File: src/rtl/rgb_pkg.sv
// Shared types and helpers for the RGB colour fade sequencer.
// Channel stepping moves each byte one LSB toward its target.
package rgb_pkg;

  localparam int unsigned PAL_DEPTH = 16;

  typedef struct packed {
    logic [7:0] r;
    logic [7:0] g;
    logic [7:0] b;
  } rgb_t;

  typedef enum logic [1:0] {
    StIdle,
    StFade,
    StHold
  } state_e;

  function automatic logic [7:0] step_ch(input logic [7:0] cur, input logic [7:0] tgt);
    if (cur < tgt) begin
      return cur + 8'd1;
    end else if (cur > tgt) begin
      return cur - 8'd1;
    end
    return cur;
  endfunction

  function automatic rgb_t step_rgb(input rgb_t cur, input rgb_t tgt);
    rgb_t nxt;
    nxt.r = step_ch(cur.r, tgt.r);
    nxt.g = step_ch(cur.g, tgt.g);
    nxt.b = step_ch(cur.b, tgt.b);
    return nxt;
  endfunction

endpackage

File: src/rtl/rgb_step_prescaler.sv
// Step-rate prescaler: counts 0..STEP_DIV-1 while enabled, pulses tick on the last count.
// Dropping the enable returns the count to 0 so a restart always begins a full period.
module rgb_step_prescaler #(
  parameter int unsigned STEP_DIV = 156250
) (
  input  logic clk_i,
  input  logic rst_i,
  input  logic en_i,
  output logic tick_o
);

  localparam int unsigned CntW = (STEP_DIV > 2) ? $clog2(STEP_DIV) : 1;
  localparam logic [CntW-1:0] CntLast = CntW'(STEP_DIV - 1);

  logic [CntW-1:0] cnt_q, cnt_d;

  assign tick_o = en_i && (cnt_q == CntLast);

  always_comb begin
    cnt_d = cnt_q + CntW'(1);
    if (!en_i || tick_o) begin
      cnt_d = '0;
    end
  end

  always_ff @(posedge clk_i or posedge rst_i) begin
    if (rst_i) begin
      cnt_q <= '0;
    end else begin
      cnt_q <= cnt_d;
    end
  end

endmodule

File: src/rtl/rgb_fade_seq.sv
// Colour sequencer: steps through a writable 16-entry palette, holding and crossfading
// colours, and presents a duty word that only changes on the PWM frame boundary.
module rgb_fade_seq
  import rgb_pkg::*;
#(
  parameter int unsigned STEP_DIV   = 156250,
  parameter int unsigned HOLD_STEPS = 256,
  parameter int unsigned LAST_IDX   = 15
) (
  input  logic        clk_i,
  input  logic        rst_i,
  input  logic        run_i,
  input  logic        frame_sync_i,
  input  logic        wr_en_i,
  input  logic [3:0]  wr_addr_i,
  input  logic [23:0] wr_data_i,
  output logic [23:0] rgb_o,
  output logic [3:0]  idx_o,
  output logic        busy_o,
  output logic        wrap_o
);

  localparam int unsigned HoldW = (HOLD_STEPS > 2) ? $clog2(HOLD_STEPS) : 1;
  localparam logic [HoldW-1:0] HoldLast = HoldW'(HOLD_STEPS - 1);
  localparam logic [3:0] LastIdx = 4'(LAST_IDX);

  rgb_t             pal_q [PAL_DEPTH];
  rgb_t             cur_q, tgt_q, rgb_q, cur_step;
  logic [3:0]       idx_q, next_idx;
  logic [HoldW-1:0] hold_q;
  state_e           state_q;
  logic             wrap_q, tick;

  rgb_step_prescaler #(
    .STEP_DIV (STEP_DIV)
  ) u_prescaler (
    .clk_i  (clk_i),
    .rst_i  (rst_i),
    .en_i   (run_i && (state_q != StIdle)),
    .tick_o (tick)
  );

  assign next_idx = (idx_q == LastIdx) ? 4'd0 : idx_q + 4'd1;
  assign cur_step = step_rgb(cur_q, tgt_q);

  always_ff @(posedge clk_i or posedge rst_i) begin
    if (rst_i) begin
      for (int i = 0; i < PAL_DEPTH; i++) begin
        pal_q[i] <= '0;
      end
    end else if (wr_en_i) begin
      pal_q[wr_addr_i] <= wr_data_i;
    end
  end

  // tgt is a private copy, so palette writes never disturb a fade already under way.
  always_ff @(posedge clk_i or posedge rst_i) begin
    if (rst_i) begin
      state_q <= StIdle;
      cur_q   <= '0;
      tgt_q   <= '0;
      idx_q   <= '0;
      hold_q  <= '0;
      wrap_q  <= 1'b0;
    end else begin
      wrap_q <= 1'b0;
      if (!run_i) begin
        state_q <= StIdle;
      end else begin
        case (state_q)
          StIdle: begin
            tgt_q   <= pal_q[idx_q];
            state_q <= StFade;
          end
          StFade: begin
            if (tick) begin
              cur_q <= cur_step;
              if (cur_step == tgt_q) begin
                state_q <= StHold;
                hold_q  <= '0;
              end
            end
          end
          StHold: begin
            if (tick) begin
              if (hold_q == HoldLast) begin
                idx_q   <= next_idx;
                tgt_q   <= pal_q[next_idx];
                state_q <= StFade;
                wrap_q  <= (idx_q == LastIdx);
              end else begin
                hold_q <= hold_q + HoldW'(1);
              end
            end
          end
          default: state_q <= StIdle;
        endcase
      end
    end
  end

  // Shadow takes the pre-step colour when a tick lands on the frame boundary.
  always_ff @(posedge clk_i or posedge rst_i) begin
    if (rst_i) begin
      rgb_q <= '0;
    end else if (frame_sync_i) begin
      rgb_q <= cur_q;
    end
  end

  assign rgb_o  = rgb_q;
  assign idx_o  = idx_q;
  assign busy_o = (state_q == StFade);
  assign wrap_o = wrap_q;

endmodule

File: config.mk
export PLATFORM = sky130hd
export DESIGN_NAME = rgb_fade_seq
export DESIGN_NICKNAME = d
export VERILOG_FILES = /design/src/rtl/rgb_pkg.sv /design/src/rtl/rgb_step_prescaler.sv /design/src/rtl/rgb_fade_seq.sv
export SDC_FILE = /design/constraint.sdc
export NUM_CORES = 1
export LEC_CHECK = 0
export CORE_MARGIN = 3
export CORE_UTILIZATION = 55
export DETAILED_ROUTE_END_ITERATION = 6
export PLACE_DENSITY = 0.75
export SYNTH_ARGS = -nofsm -noshare
export SYNTH_HDL_FRONTEND = slang
export SYNTH_SLANG_ARGS = --single-unit
File: constraint.sdc
create_clock -name clk_i -period 20.5 [get_ports clk_i]
set_input_delay 6.15 -clock clk_i [delete_from_list [all_inputs] [get_ports clk_i]]
set_output_delay 6.15 -clock clk_i [all_outputs]
set_load 0.005 [all_outputs]
==> results of run 1 <==
worst max-delay path, stage by stage:
cell,delay [ps]
clkdlybuf4s50_1,490
inv_8,610
buf_12,760
buf_4,930
final timing paths:
| check | from | endpoint | slack, ps |
|---|---|---|---|
| min in group asynchronous | rst_i | pal_q[354]$_DFFE_PP0P_ | 6100 |
| worst max register to register | cur_q[1]$_DFFE_PP0P_ | hold_q[3]$_DFFE_PP0P_ | 15720 |
| worst min-delay path | tgt_q[22]$_DFFE_PP0P_ | tgt_q[22]$_DFFE_PP0P_ | 480 |
| worst min register to register | tgt_q[22]$_DFFE_PP0P_ | tgt_q[22]$_DFFE_PP0P_ | 480 |
| worst max-delay path | rst_i | idx_o[2]$_DFFE_PP0P_ | 11770 |
| max in group clk_i | idx_o[0]$_DFFE_PP0P_ | idx_o[0] | 12280 |
cell usage after synthesis (5+ instances only):
cell type	number	area share
nor2_1	69	0.0097
a21oi_1	33	0.0062
nor2b_1	13	0.0030
mux2i_1	31	0.012
o31ai_1	5	0.0014
xor2_1	25	0.0082
clkbuf_1	118	0.017
nand3b_1	5	0.0014
a211oi_1	6	0.0017
mux4_2	240	0.20
buf_1	6	0.00084
o21a_1	7	0.0020
a31oi_1	6	0.0014
inv_1	40	0.0056
o21ai_1	9	0.0017
ha_1	48	0.022
nor3_1	17	0.0032
xnor2_1	32	0.010
dfrtp_1	489	0.46
nand3_1	19	0.0036
nand4_1	10	0.0023
mux2_2	420	0.18
nand2_1	78	0.011
o21ai_0	44	0.0082
nand2b_1	9	0.0021
buf_2	9	0.0017
power by group:
part	switching [mW]	internal, mW	total (mW)
clock network	0.390	0.540	0.929
logic	0.208	0.344	0.553
registers	0.137	1.15	1.29
total	0.735	2.04	2.77
cell type report:
type	instances	area, µm²	area share
timing repair buffer	95	881	0.0297
inverter	40	158	0.00531
tap	615	769	0.0259
clock buffer	74	1520	0.0513
multi-input combinational	1199	14000	0.470
sequential	489	12200	0.412
clock inverter	19	160	0.00539
antenna	1	2.50	0.0000843
kinds of logic (layout without fill, tap and decap cells):
logic type | Yosys count | count (layout) | share of synthesized area
buffers and inverters | 176 | 228 | 0.0257
XOR/XNOR | 58 | 58 | 0.0195
AND/OR/NAND/NOR | 256 | 256 | 0.0472
other | 0 | 1 | 0
AO/OA/AOI/OAI | 143 | 143 | 0.0353
multiplexers | 691 | 691 | 0.390
flip-flops | 489 | 489 | 0.457
adder cells (fa/ha/maj) | 51 | 51 | 0.0247
layout by cell type (no fill, tap or decap), types with 9 or more instances in the layout:
cell type        synthesis  layout
inv_1                   40      39
ha_1                    48      47
nor2_1                  69      60
nor3_1                  17      17
clkdlybuf4s50_1          0      62
o21ai_0                 44      44
buf_4                    2      32
nor2_4                   0       9
clkinv_2                 0      15
mux2_2                 420     420
a21oi_1                 33      33
nand3_1                 19      19
mux4_2                 240     240
xnor2_1                 32      31
nor2b_1                 13      13
clkbuf_16                0      52
dfrtp_1                489     485
nand4_1                 10      10
nand2_1                 78      78
xor2_1                  25      25
clkbuf_8                 0      14
mux2i_1                 31      31
layer usage:
layer	wire length (µm)	GRT usage
met3	3340	0.0457
met1	26400	0.338
met4	2190	0.0835
met5	25	0
met2	32300	0.445
sequential cells by signal, indices dropped and copies added (netlist names):
signal / cells
wrap_o: 1
cur_q: 24
pal_q: 384
hold_q: 8
tgt_q: 24
state_q: 2
idx_o: 4
u_prescaler.cnt_q: 18
rgb_o: 24
==> impl_metrics.env, run 1 <==
export IMPL_grt_max_degree=197
export IMPL_clock_path_buffers=3
export IMPL_rsz0062_at_grt="no"
export IMPL_io_buffer_count=62
export IMPL_ys_seq_area_frac=0.457
export IMPL_dr_pass1_iters=5
export IMPL_vias=16472
export IMPL_post_cts_resized=0
export IMPL_finalPower_mw=2.77
export IMPL_grt_pass1_vias=17608
export IMPL_utilization=0.619
export IMPL_place_ws_ps=11030
export IMPL_synthDistinctLibCells=70
export IMPL_htreeDepth=2
export IMPL_fin_skew_ps=23.1
export IMPL_synth_ff_type="dfrtp_1"
export IMPL_cts_clk_slew_worst_paths_ps=60
export IMPL_route_antenna_remaining_nets=0
export IMPL_nFillCells=3573
export IMPL_cts_buffers=51
export IMPL_cp_data_arrival_time_ps=9230
export IMPL_final_min_clock_period_ps=8730
export IMPL_grt_total_usage=0.259
export IMPL_gr_total_overflow=0
export IMPL_p_leak_nw=12.3
export IMPL_viasPerCell=6.51
export IMPL_grt_antenna_before_repair=2
export IMPL_drv_cap=0
export IMPL_period_share=0.426
export IMPL_worstSetupEndpointType="async pin"
export IMPL_synth_edf_count=0
export IMPL_required_ps=21000
export IMPL_die_y_um=227
export IMPL_setup_ws_ps=11770
export IMPL_synth_fp_nets=1948
export IMPL_yosysWarnings=0
export IMPL_ff2ff_path_depth=16
export IMPL_status="completed"
export IMPL_max_clock_freq_mhz=115
export IMPL_dieArea_um2=51300
export IMPL_hold_buffers=0
export IMPL_tightest_slew_ps=1120
export IMPL_grt_pass1_wl_mm=102
export IMPL_relSlewSlack=0.251
export IMPL_core_area_um2=47900
export IMPL_cts_tree="yes"
export IMPL_crit_type="in2async"
export IMPL_ir_worst_vdd_uv=62.2
export IMPL_worst_path_max_fanout=196
export IMPL_stdcell_count=2532
export IMPL_async_flop_share=1.00
export IMPL_wl_per_cell_um=25.4
export IMPL_syn_cell_area_um2=26800
export IMPL_final_layout_size_suffix_gt1_frac=0.425
export IMPL_hp_class="reg2reg"
export IMPL_timing_hold_violations_final=0
export IMPL_drt_initial_drc_count=1494
export IMPL_clk_insertion_delay_late_ps=610
export IMPL_fin_area_um2=29700
export IMPL_root_buffer="clkbuf_16"
export IMPL_crit_path_start_kind="primary input"
export IMPL_finalSetupViolations=0
export IMPL_p_per_area_nw_per_um2=93.4
export IMPL_synth_area_per_cell_um2=14.4
export IMPL_wl_mm=64.3
export IMPL_tns_ps=0
export IMPL_cts_sinks=489
export IMPL_cts_setup_buffers=0
export IMPL_dp_hpwl_mm=38.5
export IMPL_ys_ff_latch=489
export IMPL_nNetsFinal=1960
export IMPL_synthCells=1864
export IMPL_row_count=80
export IMPL_whs_path_depth=2
export IMPL_ios=63
export IMPL_place_gp_congestion=0.864
export IMPL_worst_hold_slack_ps=483
export IMPL_dp_cells=2438
export IMPL_drc=0
export IMPL_area_delta_synth_final_pct=11.0
export IMPL_initial_core_util=0.558
export IMPL_die_w_um=227
export IMPL_placed_area_um2=28000
export IMPL_slew_violations=0
Power figures use the tool's default switching activity.
==> inputs of run 2 (changes only) <==
--- a/config.mk
+++ b/config.mk
@@ -8,7 +8,7 @@
 export CORE_MARGIN = 3
 export CORE_UTILIZATION = 55
 export DETAILED_ROUTE_END_ITERATION = 6
-export PLACE_DENSITY = 0.75
+export PLACE_DENSITY = 0.72
 export SYNTH_ARGS = -nofsm -noshare
 export SYNTH_HDL_FRONTEND = slang
 export SYNTH_SLANG_ARGS = --single-unit
==> constraint.sdc (replaced) <==
create_clock -name clk_i -period 8.48 [get_ports clk_i]
set_input_delay 2.544 -clock clk_i [delete_from_list [all_inputs] [get_ports clk_i]]
set_output_delay 2.544 -clock clk_i [all_outputs]
set_load 0.005 [all_outputs]
==> run 2 against run 1 <==
  * First-iteration DRC count fell by 21%
  * Clock skew fell by 6.9 ps
  * Critical path depth fell by 2
  * Die area did not move
  * Global-route usage rose by 0.14 points
  * Via count fell by 0.39%
  * Count of clock-buffer cells in the layout rose by 5
  * Worst hold slack got worse by 1.4 ps
  * Design area rose by 0.25%
  * Register-to-register slack got worse by 12000 ps
  * Non-clock buffer count fell by 3
  * Sequential share of layout area fell by 0.10 points
==> impl_metrics.env, run 2 (same netlist as run 1, synthesis figures left out) <==
export IMPL_crit_path_cell_trace="buf_4 > clkdlybuf4s50_1"
export IMPL_io_buffer_count=62
export IMPL_setup_ws_ps=3420
export IMPL_ff2ff_path_depth=17
export IMPL_tns_ps=0
export IMPL_initial_core_util=0.558
export IMPL_cts_sinks=489
export IMPL_htreeDepth=2
export IMPL_cp_data_arrival_time_ps=2520
export IMPL_rsz0062_at_grt="no"
export IMPL_nNetsFinal=1959
export IMPL_ios=63
export IMPL_dieArea_um2=51300
export IMPL_die_w_um=227
export IMPL_wl_per_cell_um=25.4
export IMPL_path_buf_inv=2
export IMPL_regMostFlops="pal_q"
export IMPL_place_ws_ps=3550
export IMPL_dr_pass1_iters=5
export IMPL_whs_path_depth=2
export IMPL_dp_hpwl_mm=39.3
export IMPL_root_buffer="clkbuf_16"
export IMPL_viasPerCell=6.47
export IMPL_drc=0
export IMPL_worstSetupEndpointType="primary output"
export IMPL_cts_tree="yes"
export IMPL_grt_antenna_before_repair=4
export IMPL_max_stage_delay_ps=720
export IMPL_fin_skew_ps=16.2
export IMPL_slew_violations=0
export IMPL_crit_path_start_kind="register"
export IMPL_vias=16408
export IMPL_gr_total_overflow=0
export IMPL_grt_pass1_wl_mm=101
export IMPL_relSlewSlack=0.201
export IMPL_hold_buffers=0
export IMPL_wl_mm=64.5
export IMPL_grt_pass1_vias=17197
export IMPL_final_cell_mix="dfrtp_1, mux2_2, mux4_2"
export IMPL_finalSetupViolations=0
export IMPL_place_gp_congestion=0.828
export IMPL_dp_cells=2435
export IMPL_clock_path_buffers=3
export IMPL_hp_class="reg2reg"
export IMPL_period_share=0.597
export IMPL_p_leak_nw=12.3
export IMPL_finalPower_mw=6.82
export IMPL_worst_hold_slack_ps=481
export IMPL_timing_hold_violations_final=0
export IMPL_critPathSlowestCell="dfrtp_2"
export IMPL_cts_buffers=53
export IMPL_ir_worst_vdd_uv=168
export IMPL_largest_register_ffs=384
export IMPL_mostFrequentLayoutCell="dfrtp_1"
export IMPL_path_delay_family="buffers and inverters"
export IMPL_drt_initial_drc_count=1187
export IMPL_worst_path_max_fanout=18
export IMPL_grt_total_usage=0.260
export IMPL_tightest_slew_ps=1200
export IMPL_post_cts_resized=0
export IMPL_row_count=80
export IMPL_cp_num_cells=2
export IMPL_grt_max_degree=188
export IMPL_status="completed"
export IMPL_area_delta_synth_final_pct=11.2
export IMPL_core_area_um2=47900
export IMPL_max_clock_freq_mhz=197
export IMPL_n_antenna_cell=0
export IMPL_die_y_um=227
export IMPL_cts_clk_slew_worst_paths_ps=60
export IMPL_clk_insertion_delay_late_ps=620
export IMPL_final_layout_size_suffix_gt1_frac=0.423
export IMPL_required_ps=5940
export IMPL_p_per_area_nw_per_um2=229
export IMPL_stdcell_count=2535
export IMPL_cts_setup_buffers=0
export IMPL_final_min_clock_period_ps=5060
export IMPL_drv_cap=0
export IMPL_crit_type="reg2out"
export IMPL_route_antenna_remaining_nets=0
==> run 2: layout make-up <==
cell class | instances | area (µm²)
fill | 3533 | 18200
clock buffer | 79 | 1540
tap | 615 | 769
sequential | 489 | 12200
timing repair buffer | 92 | 871
multi-input combinational | 1199 | 14000
inverter | 40 | 154
clock inverter | 21 | 230
==> run 2: worst register-to-register path: cells and delay by family, from the launching register on <==
family          cells  cell delay [ps]
fa+ha+maj           2              610
xor+xnor            2              430
buf+inv             2              320
flops               1              400
simple gates        5             1320
compound gates      6             1610
==> run 2: metal layers <==
layer  GRT usage  vias to the layer above  wire length [µm]
met1       0.348                     8689             27000
met4      0.0955                        6              2220
met2       0.431                      448             31800
met3      0.0479                      139              3440
met5           0                        -                39
li1            -                     7126                 -
==> run 2: path summary, 6_finish.rpt <==
kind | from | endpoint | slack [ps]
max | idx_o[2]$_DFFE_PP0P_ | idx_o[2] | 3420
min | tgt_q[22]$_DFFE_PP0P_ | tgt_q[22]$_DFFE_PP0P_ | 480
max reg2reg | tgt_q[1]$_DFFE_PP0P_ | hold_q[4]$_DFFE_PP0P_ | 3650
min reg2reg | tgt_q[22]$_DFFE_PP0P_ | tgt_q[22]$_DFFE_PP0P_ | 480
max in group asynchronous | rst_i | pal_q[13]$_DFFE_PP0P_ | 4530
min in group asynchronous | rst_i | pal_q[282]$_DFFE_PP0P_ | 2490
==> run 2: through the flow <==
stage	area, µm²	utilization
detailed placement	28000	0.584
CTS	29800	0.621
global placement	28000	0.584
floorplan	26800	-
finish	29800	0.621
global route	29800	0.621
==> run 2: power breakdown <==
group / internal, mW / switching, mW / leakage (nW) / total, mW
sequential: 2.79 / 0.332 / 6.10 / 3.12
clock: 1.38 / 0.977 / 0.882 / 2.36
combinational: 0.832 / 0.500 / 5.36 / 1.33
==> inputs of run 3 (changes only) <==
--- a/config.mk
+++ b/config.mk
@@ -8,7 +8,7 @@
 export CORE_MARGIN = 3
 export CORE_UTILIZATION = 55
 export DETAILED_ROUTE_END_ITERATION = 6
-export PLACE_DENSITY = 0.72
+export PLACE_DENSITY = 0.75
 export SYNTH_ARGS = -nofsm -noshare
 export SYNTH_HDL_FRONTEND = slang
 export SYNTH_SLANG_ARGS = --single-unit
==> constraint.sdc (replaced) <==
create_clock -name clk_i -period 4.25 [get_ports clk_i]
set_input_delay 1.275 -clock clk_i [delete_from_list [all_inputs] [get_ports clk_i]]
set_output_delay 1.275 -clock clk_i [all_outputs]
set_load 0.005 [all_outputs]
==> run 3 against run 2 <==
  * Critical endpoint is now state_q[0]$_DFFE_PP0P_
  * Sequential share of layout area fell by 0.76 points
  * Highest routed layer unchanged
  * Critical path depth rose by 15
  * Worst hold slack barely moved
==> impl_metrics.env, run 3 (same netlist as run 1, synthesis figures left out) <==
export IMPL_period_share=0.952
export IMPL_slew_violations=0
export IMPL_p_per_area_nw_per_um2=450
export IMPL_tightest_slew_ps=1190
export IMPL_relSlewSlack=0.201
export IMPL_final_layout_size_suffix_gt1_frac=0.444
export IMPL_initial_core_util=0.558
export IMPL_combPwrFrac=0.200
export IMPL_worst_path_max_fanout=8
export IMPL_grt_total_usage=0.266
export IMPL_grt_antenna_before_repair=6
export IMPL_die_w_um=227
export IMPL_stdcell_count=2579
export IMPL_cts_sinks=489
export IMPL_crit_type="reg2reg"
export IMPL_drt_initial_drc_count=1101
export IMPL_io_buffer_count=62
export IMPL_clk_insertion_delay_late_ps=610
export IMPL_cts_buffers=52
export IMPL_seq_power_share=0.457
export IMPL_dp_hpwl_mm=40.6
export IMPL_root_buffer="clkbuf_16"
export IMPL_fin_skew_ps=27.1
export IMPL_place_ws_ps=-175
export IMPL_clkPwrFrac=0.343
export IMPL_place_gp_congestion=0.871
export IMPL_switching_share=0.265
export IMPL_grt_pass1_vias=17764
export IMPL_crit_path_start_kind="register"
export IMPL_ios=63
export IMPL_status="completed"
export IMPL_area_delta_synth_final_pct=13.3
export IMPL_drv_cap=0
export IMPL_cts_clk_slew_worst_paths_ps=60
export IMPL_grt_max_degree=99
export IMPL_setup_ws_ps=206
export IMPL_nNetsFinal=2006
export IMPL_timing_hold_violations_final=0
export IMPL_wl_per_cell_um=25.6
export IMPL_dr_pass1_iters=5
export IMPL_hold_buffers=0
export IMPL_p_int_mw=10.0
export IMPL_regMostFlops="pal_q"
export IMPL_cts_tree="yes"
export IMPL_ir_worst_vdd_uv=368
export IMPL_grt_pass1_wl_mm=104
export IMPL_dp_cells=2481
export IMPL_rrSetupSlack_ps=210
export IMPL_clock_path_buffers=3
export IMPL_drc=0
export IMPL_required_ps=4710
export IMPL_switching_power_mw=3.61
export IMPL_mostFrequentLayoutCell="dfrtp_1"
export IMPL_core_area_um2=47900
export IMPL_critPathSlowestCell="fa_1"
export IMPL_max_stage_delay_ps=430
export IMPL_viasPerCell=6.48
export IMPL_p_leak_nw=12.6
export IMPL_largest_register_ffs=384
export IMPL_hp_class="reg2reg"
export IMPL_htreeDepth=2
export IMPL_seq_area_um2=12200
export IMPL_cp_data_arrival_time_ps=4500
export IMPL_gr_total_overflow=0
export IMPL_vias=16721
export IMPL_multi_input_area_um2=14000
export IMPL_max_clock_freq_mhz=247
export IMPL_crit_path_cell_trace="inv_1 > ha_1 > nor2b_1 > o211ai_1 > a21oi_1 > nand2b_4 > inv_1 > fa_1 > nor2b_1 > o22ai_1 > xnor3_1 > nor2_1 > nand4b_1 > nor4_2 > nand4_2 > nor3_1 > a31oi_1"
export IMPL_finalSetupViolations=0
export IMPL_worstSetupEndpointType="register"
export IMPL_final_cell_mix="dfrtp_1, mux2_2, mux4_2"
export IMPL_dieArea_um2=51300
export IMPL_nFillCells=3443
export IMPL_route_antenna_remaining_nets=0
export IMPL_row_count=80
export IMPL_final_min_clock_period_ps=4040
export IMPL_utilization=0.632
export IMPL_wl_mm=66.1
export IMPL_die_y_um=227
run 3: cell count changes in the layout (fill, tap and decap cells not counted), moves of 2 or more:
cell and delta:
a211oi_1 -2, a211oi_2 +2, buf_12 +10, buf_4 +38
clkbuf_1 -4, clkbuf_8 +4, clkinv_2 -6, clkinvlp_4 +3
o31ai_1 -3, o31ai_2 +3
run 3: layer usage:
metal | wire length, µm | part of all wire | GRT usage
met1 | 27000 | 0.41 | 0.346
met2 | 34300 | 0.52 | 0.465
met3 | 3230 | 0.049 | 0.0454
met4 | 1560 | 0.024 | 0.0721
met5 | 47 | 0.00071 | 0
run 3: stage by stage:
step	TNS [ps]	hold WS (ps)	area (µm²)	power, mW
floorplan	-1787600	450	26800	8.26
global placement	0	464	28500	8.78
detailed placement	-1110	473	28500	9.00
CTS	0	487	30200	13.7
global route	-380	516	30300	14.3
finish	0	481	30300	13.6
run 3: area by class of cell:
type,instances,share of cell area
clock inverters,17,0.00693
repair buffers,140,0.0447
flip-flops and latches,489,0.404
well taps,615,0.0254
clock buffers,78,0.0514
multi-input cells,1199,0.463
inverters,40,0.00507
diodes,1,0.0000825
run 3: power groups by stage:
| stage | clock network (mW) | logic, mW | registers (mW) |
|---|---|---|---|
| after floorplan | 0 | 2.19 | 6.07 |
| after global routing | 4.96 | 2.95 | 6.35 |
| final | 4.68 | 2.73 | 6.23 |
| after detailed placement | 0 | 2.71 | 6.28 |
| after CTS | 4.77 | 2.73 | 6.21 |
| after global placement | 0 | 2.61 | 6.17 |
run 3: path summary, 6_finish.rpt:
| kind | startpoint | to | depth (start not counted) |
|---|---|---|---|
| max in group asynchronous | rst_i | idx_o[1]$_DFFE_PP0P_ | 4 |
| min | tgt_q[14]$_DFFE_PP0P_ | tgt_q[14]$_DFFE_PP0P_ | 2 |
| max reg2reg | tgt_q[9]$_DFFE_PP0P_ | state_q[0]$_DFFE_PP0P_ | 17 |
| min in group asynchronous | rst_i | pal_q[332]$_DFFE_PP0P_ | 2 |
| min reg2reg | tgt_q[14]$_DFFE_PP0P_ | tgt_q[14]$_DFFE_PP0P_ | 2 |
| max | tgt_q[9]$_DFFE_PP0P_ | state_q[0]$_DFFE_PP0P_ | 17 |
run 3: critical path: cells and delay by family, from the launching register on:
family | cells | cell delay (ps)
simple gates | 8 | 1760
compound gates | 4 | 620
buf+inv | 2 | 180
fa+ha+maj | 2 | 720
xor+xnor | 1 | 230
flops | 1 | 400
run 3: what timing repair did:
item                                   in CTS  in global routing
setup endpoints to repair                   8                 10
gates resized for setup                     0                 14
setup buffers                               1                  1
gates cloned                                0                  0
pin swaps                                   1                  3
endpoints found under the hold margin       0                  0
